File: config.mk
export PLATFORM = sky130hd
export DESIGN_NAME = div_unit
export DESIGN_NICKNAME = d
export VERILOG_FILES = /design/src/rtl/div_unit.sv
export SDC_FILE = /design/constraint.sdc
export NUM_CORES = 1
export LEC_CHECK = 0
export BUFFER_PORTS_ARGS = -buffer_cell sky130_fd_sc_hd__buf_2
export CAP_MARGIN = 25
export CORE_ASPECT_RATIO = 1.75
export CORE_UTILIZATION = 45
export CTS_CLUSTER_DIAMETER = 120
export DETAILED_ROUTE_END_ITERATION = 8
export PLACE_DENSITY = 0.65
export SYNTH_ARGS = -nofsm -noshare
export SYNTH_HDL_FRONTEND = slang
export SYNTH_SLANG_ARGS = --single-unit
File: constraint.sdc
create_clock -name clock -period 3.1 [get_ports clock]
set_clock_uncertainty 0.15 [all_clocks]
set_input_delay 0.62 -clock clock [delete_from_list [all_inputs] [get_ports clock]]
set_output_delay 0.62 -clock clock [all_outputs]
set_load 0.05 [all_outputs]
File: src/rtl/div_unit.sv
// Multicycle radix-2 restoring divider with MIPS DIV semantics: quotient to LO, remainder to HI.
// Optional macro DIV_UNSIGNED_EN adds an unsigned_op input that selects DIVU behaviour.
module div_unit #(
    parameter int WIDTH = 32
) (
    input  logic             clock,
    input  logic             reset,
    input  logic             start,
    input  logic [WIDTH-1:0] dividend,
    input  logic [WIDTH-1:0] divisor,
`ifdef DIV_UNSIGNED_EN
    input  logic             unsigned_op,
`endif
    output logic [WIDTH-1:0] hi_out,
    output logic [WIDTH-1:0] lo_out,
    output logic             busy,
    output logic             done,
    output logic             div_zero
);

    localparam int CW = $clog2(WIDTH) + 1;
    localparam logic [CW-1:0] LAST = CW'(WIDTH - 1);

    typedef enum logic [1:0] {IDLE, CALC, FIX, DONE} state_t;

    state_t           state_q, state_d;
    logic [WIDTH-1:0] rem_q, rem_d;
    logic [WIDTH-1:0] quo_q, quo_d;
    logic [WIDTH-1:0] dvs_q, dvs_d;
    logic [WIDTH-1:0] hi_q, hi_d;
    logic [WIDTH-1:0] lo_q, lo_d;
    logic [CW-1:0]    cnt_q, cnt_d;
    logic             qneg_q, qneg_d;
    logic             rneg_q, rneg_d;
    logic             dz_q, dz_d;

    logic             op_unsigned;
    logic             dd_neg, dv_neg;
    logic [WIDTH-1:0] dd_mag, dv_mag;
    logic [WIDTH:0]   shifted, trial;

`ifdef DIV_UNSIGNED_EN
    assign op_unsigned = unsigned_op;
`else
    assign op_unsigned = 1'b0;
`endif

    always_comb begin
        dd_neg  = ~op_unsigned & dividend[WIDTH-1];
        dv_neg  = ~op_unsigned & divisor[WIDTH-1];
        dd_mag  = dd_neg ? (~dividend + 1'b1) : dividend;
        dv_mag  = dv_neg ? (~divisor + 1'b1) : divisor;
        // remainder < divisor always, so a non-negative trial never sets bit WIDTH
        shifted = {rem_q, quo_q[WIDTH-1]};
        trial   = shifted - {1'b0, dvs_q};
    end

    always_ff @(posedge clock) begin
        if (reset) begin
            state_q <= IDLE;
            rem_q   <= '0;
            quo_q   <= '0;
            dvs_q   <= '0;
            hi_q    <= '0;
            lo_q    <= '0;
            cnt_q   <= '0;
            qneg_q  <= 1'b0;
            rneg_q  <= 1'b0;
            dz_q    <= 1'b0;
        end else begin
            state_q <= state_d;
            rem_q   <= rem_d;
            quo_q   <= quo_d;
            dvs_q   <= dvs_d;
            hi_q    <= hi_d;
            lo_q    <= lo_d;
            cnt_q   <= cnt_d;
            qneg_q  <= qneg_d;
            rneg_q  <= rneg_d;
            dz_q    <= dz_d;
        end
    end

    always_comb begin
        state_d = state_q;
        case (state_q)
            IDLE: if (start) state_d = (divisor == '0) ? DONE : CALC;
            CALC: if (cnt_q == LAST) state_d = FIX;
            FIX:  state_d = DONE;
            DONE: state_d = IDLE;
            default: state_d = IDLE;
        endcase
    end

    always_comb begin
        rem_d  = rem_q;
        quo_d  = quo_q;
        dvs_d  = dvs_q;
        hi_d   = hi_q;
        lo_d   = lo_q;
        cnt_d  = cnt_q;
        qneg_d = qneg_q;
        rneg_d = rneg_q;
        dz_d   = dz_q;
        case (state_q)
            IDLE: begin
                if (start) begin
                    if (divisor == '0) begin
                        dz_d = 1'b1;
                    end else begin
                        rem_d  = '0;
                        quo_d  = dd_mag;
                        dvs_d  = dv_mag;
                        cnt_d  = '0;
                        rneg_d = dd_neg;
                        qneg_d = dd_neg ^ dv_neg;
                    end
                end
            end
            CALC: begin
                cnt_d = cnt_q + CW'(1);
                if (!trial[WIDTH]) begin
                    rem_d = trial[WIDTH-1:0];
                    quo_d = {quo_q[WIDTH-2:0], 1'b1};
                end else begin
                    rem_d = shifted[WIDTH-1:0];
                    quo_d = {quo_q[WIDTH-2:0], 1'b0};
                end
            end
            FIX: begin
                lo_d = qneg_q ? (~quo_q + 1'b1) : quo_q;
                hi_d = rneg_q ? (~rem_q + 1'b1) : rem_q;
            end
            DONE: dz_d = 1'b0;
            default: ;
        endcase
    end

    always_comb begin
        busy     = (state_q != IDLE);
        done     = (state_q == DONE);
        div_zero = (state_q == DONE) & dz_q;
        hi_out   = hi_q;
        lo_out   = lo_q;
    end

endmodule

==> qor.csv <==
metric,value,unit
cell_variety_after_synth,71,
drive_above_1_share,0.2213,
initial_utilization,0.4560,
synth_largest_area_cell,sky130_fd_sc_hd__dfxtp_1,
critical_path.reg2reg.startpoint,quo_q[31],
number_of_global_route_vias_before_repair,10130,
die_w,119.7,um
fmaxAchievable,333.6,MHz
worst_path_largest_cell_delay,0.35,ns
preCtsSetupSlack,-0.4652,ns
wirelength,31090,um
multi_input_area,7086,um2
arrival,3.19,ns
r2r_slack,0.10,ns
synth.yosys.warnings,0,
wl_per_cell,16.27,um
cts_inserted_buffers,17,
drt_pass1_iterations,5,
finalSetupViolations,0,
worst_r2r_path_depth,14,
syn_avg_cell_area,7.901,um2
die_area,24900,um2
cpMaxStageDelayCell,sky130_fd_sc_hd__fa_2,
synth_edf_count,0,
cap_violations,0,
dp_hpwl,23200,um
max_slew.worst_pin.slew,0.6253,ns
synth.cell_area,10910,um2
worst_setup_path_endpoint,rem_q[1],
clkSlewWorstSetupHoldPaths,0.07,ns
hp-class,flip-flop to flip-flop,
final.hold.worst_slack,0.3066,ns
finalWeightedCongestion,0.9113,
path_class,flip-flop to flip-flop,
ys_async_sr_fraction,0,
global_route.usage.total,0.2498,
critical_path.cell_chain,inv_1 -> ha_1 -> fa_2 -> nand2b_4 -> a21oi_2 -> o211ai_1 -> nand2_2 -> a41o_1 -> buf_6 -> xor2_4 -> buf_12 -> buf_12 -> nand2_1 -> a32o_1,
num_rows,75,
seq_area,3423,um2
drcViolationCount,0,
tritoncts,done,
final_nets,1697,
finalCriticalPeriod,2.998,ns
synth_top_area_frac,0.3137,
timing.final.ws_setup,0.1023,ns
port_buffers,133,
grt_max_degree,98,
postSynthNetCount,1491,
fp.dieH,208.0,um
io_pins,134,
yosysMostFrequentCell,sky130_fd_sc_hd__dfxtp_1,
number_of_vias_after_detailed_routing,10595,
cts-root-to-sink-buffers,2,
synth.yosys.seq_area_share,0.3137,
final_max_slew_viol_count,0,
end_kind,flip-flop,
final_util,0.5676,
global_route_wire_length_before_repair,49140,um
cts_max_level,4,
post-route-period-util,0.9670,
synthToLayoutAreaGrowth,24.48,%
start_kind,flip-flop,
worstPathRequired,3.29,ns
core_region_area,23930,um2
detail-route-antenna-nets,0,
rr_endpoint,rem_q[1],
detailedRoute.firstIterationViolations,441,
fillerInstances,2265,
finalHoldViolations,0,
worst_slew_margin_rel,0.5831,
fin_setup_tns,0,ns
cts.sinks,171,
total_leakage_power,5.594,nW
yosys_register_bits,171,
antenna_violations_before_repair,7,
power.total,11.43,mW
clock-root-buffer,sky130_fd_sc_hd__clkbuf_16,
most_used_standard_cells_in_the_synthesized_netlist,"sky130_fd_sc_hd__dfxtp_1, sky130_fd_sc_hd__nand2_1, sky130_fd_sc_hd__nor2_1",
worst_skew_pair.late_latency,0.45,ns
gr-total-overflow,0,
status,finished clean,
crit_path_frequent_cell,sky130_fd_sc_hd__buf_12,
p_per_area,841.8,nW/um2
max-vdd-ir-drop,0.0006365,V
ys.flop_type,sky130_fd_sc_hd__dfxtp_1,
synth_cells,1381,
yosys-top-cells-area,"sky130_fd_sc_hd__dfxtp_1, sky130_fd_sc_hd__xor2_1, sky130_fd_sc_hd__a211oi_1",
critPathMaxFanout,7,
post_drt_via_cell_ratio,5.544,
setup.worst_path.start,quo_q[31],
-- critical path: cells and delay by family, from the launching register on --
kind / cells / cell delay, ns
adder cells (fa/ha/maj): 2 / 0.57
AND/OR/NAND/NOR: 3 / 0.38
buffers and inverters: 4 / 0.47
AO/OA/AOI/OAI: 4 / 0.82
flip-flops: 1 / 0.32
XOR/XNOR: 1 / 0.16
-- power by group --
part / total [mW] / internal [mW] / switching [mW] / leakage [nW]
clock: 2.17 / 1.23 / 0.941 / 0.290
combinational: 6.06 / 2.19 / 3.87 / 3.91
sequential: 3.20 / 2.77 / 0.431 / 1.40
total: 11.4 / 6.19 / 5.25 / 5.59
-- how the worst min path moves through the flow --
| stage | start | endpoint | cells past startpoint |
|---|---|---|---|
| 5_1_grt | rneg_q | rneg_q | 2 |
| 3_3_place_gp | dvs_q[30] | dvs_q[30] | 2 |
| 2_1_floorplan | dvs_q[26] | dvs_q[26] | 2 |
| 3_5_place_dp | dvs_q[26] | dvs_q[26] | 2 |
| 4_1_cts | dvs_q[26] | dvs_q[26] | 2 |
| 6_report | rneg_q | rneg_q | 2 |
-- cells by family after synthesis --
family                     count (synthesis)  share of synthesized area
AOI/OAI and AO/OA                        403                     0.2508
and+or+nand+nor                          456                     0.1984
muxes                                     22                    0.02018
xor gates and xnor gates                 146                     0.1179
DFF                                      171                     0.3137
adders and majority gates                 43                    0.04999
buffers and inverters                    140                    0.04908
-- layout make-up --
cell class | instances | share of cell area
antenna | 3 | 0.0005527
multi-input combinational | 1070 | 0.5216
clock inverter | 13 | 0.01022
clock buffer | 19 | 0.03335
sequential | 171 | 0.2520
timing repair buffer | 274 | 0.1392
inverter | 53 | 0.01465
tap | 308 | 0.02837
-- cells in the final DEF, fill, tap and decap left out, types with 22 or more instances in the layout --
master                     instances
sky130_fd_sc_hd__buf_2           132
sky130_fd_sc_hd__buf_4           129
sky130_fd_sc_hd__dfxtp_1         171
sky130_fd_sc_hd__nand2_1         167
sky130_fd_sc_hd__xor2_1          113
sky130_fd_sc_hd__o21ai_0          88
sky130_fd_sc_hd__ha_1             41
sky130_fd_sc_hd__a211oi_1         93
sky130_fd_sc_hd__xnor2_1          31
sky130_fd_sc_hd__o31ai_1          34
sky130_fd_sc_hd__a21oi_1          68
sky130_fd_sc_hd__mux2i_1          22
sky130_fd_sc_hd__inv_1            53
sky130_fd_sc_hd__o211ai_1         25
sky130_fd_sc_hd__nor2_1          133
-- metrics by stage --
step	instances	area (um2)
final	1911	13580
after floorplan	1381	10960
after detailed placement	1871	12830
after CTS	1903	13420
after global routing	1910	13580
after global placement	1871	12830
-- repair_timing --
item                                    4_1_cts  5_1_grt
pin swaps                                     0        5
endpoints found under the setup margin       10      104
setup buffers                                 0        3
cloned                                        0        2
endpoints found under the hold margin         0        0
gates resized for setup                       2       14
hold buffers                                  0        0
-- flip-flops by register name, summed over array words and instances (netlist names) --
signal	flops
cnt_q	6
dvs_q	32
rneg_q	1
qneg_q	1
rem_q	32
dz_q	1
hi_out	32
lo_out	32
quo_q	32
state_q	2
-- metal layers --
metal	routed length [um]	part of all wire	GRT usage	vias to the layer above
met5	35	0.0011	0	-
met3	1369	0.044	0.05099	78
met4	1663	0.053	0.1457	6
li1	-	-	-	5404
met1	11850	0.38	0.2564	4860
met2	16170	0.52	0.4594	247
(Power assumes the default switching activity.)
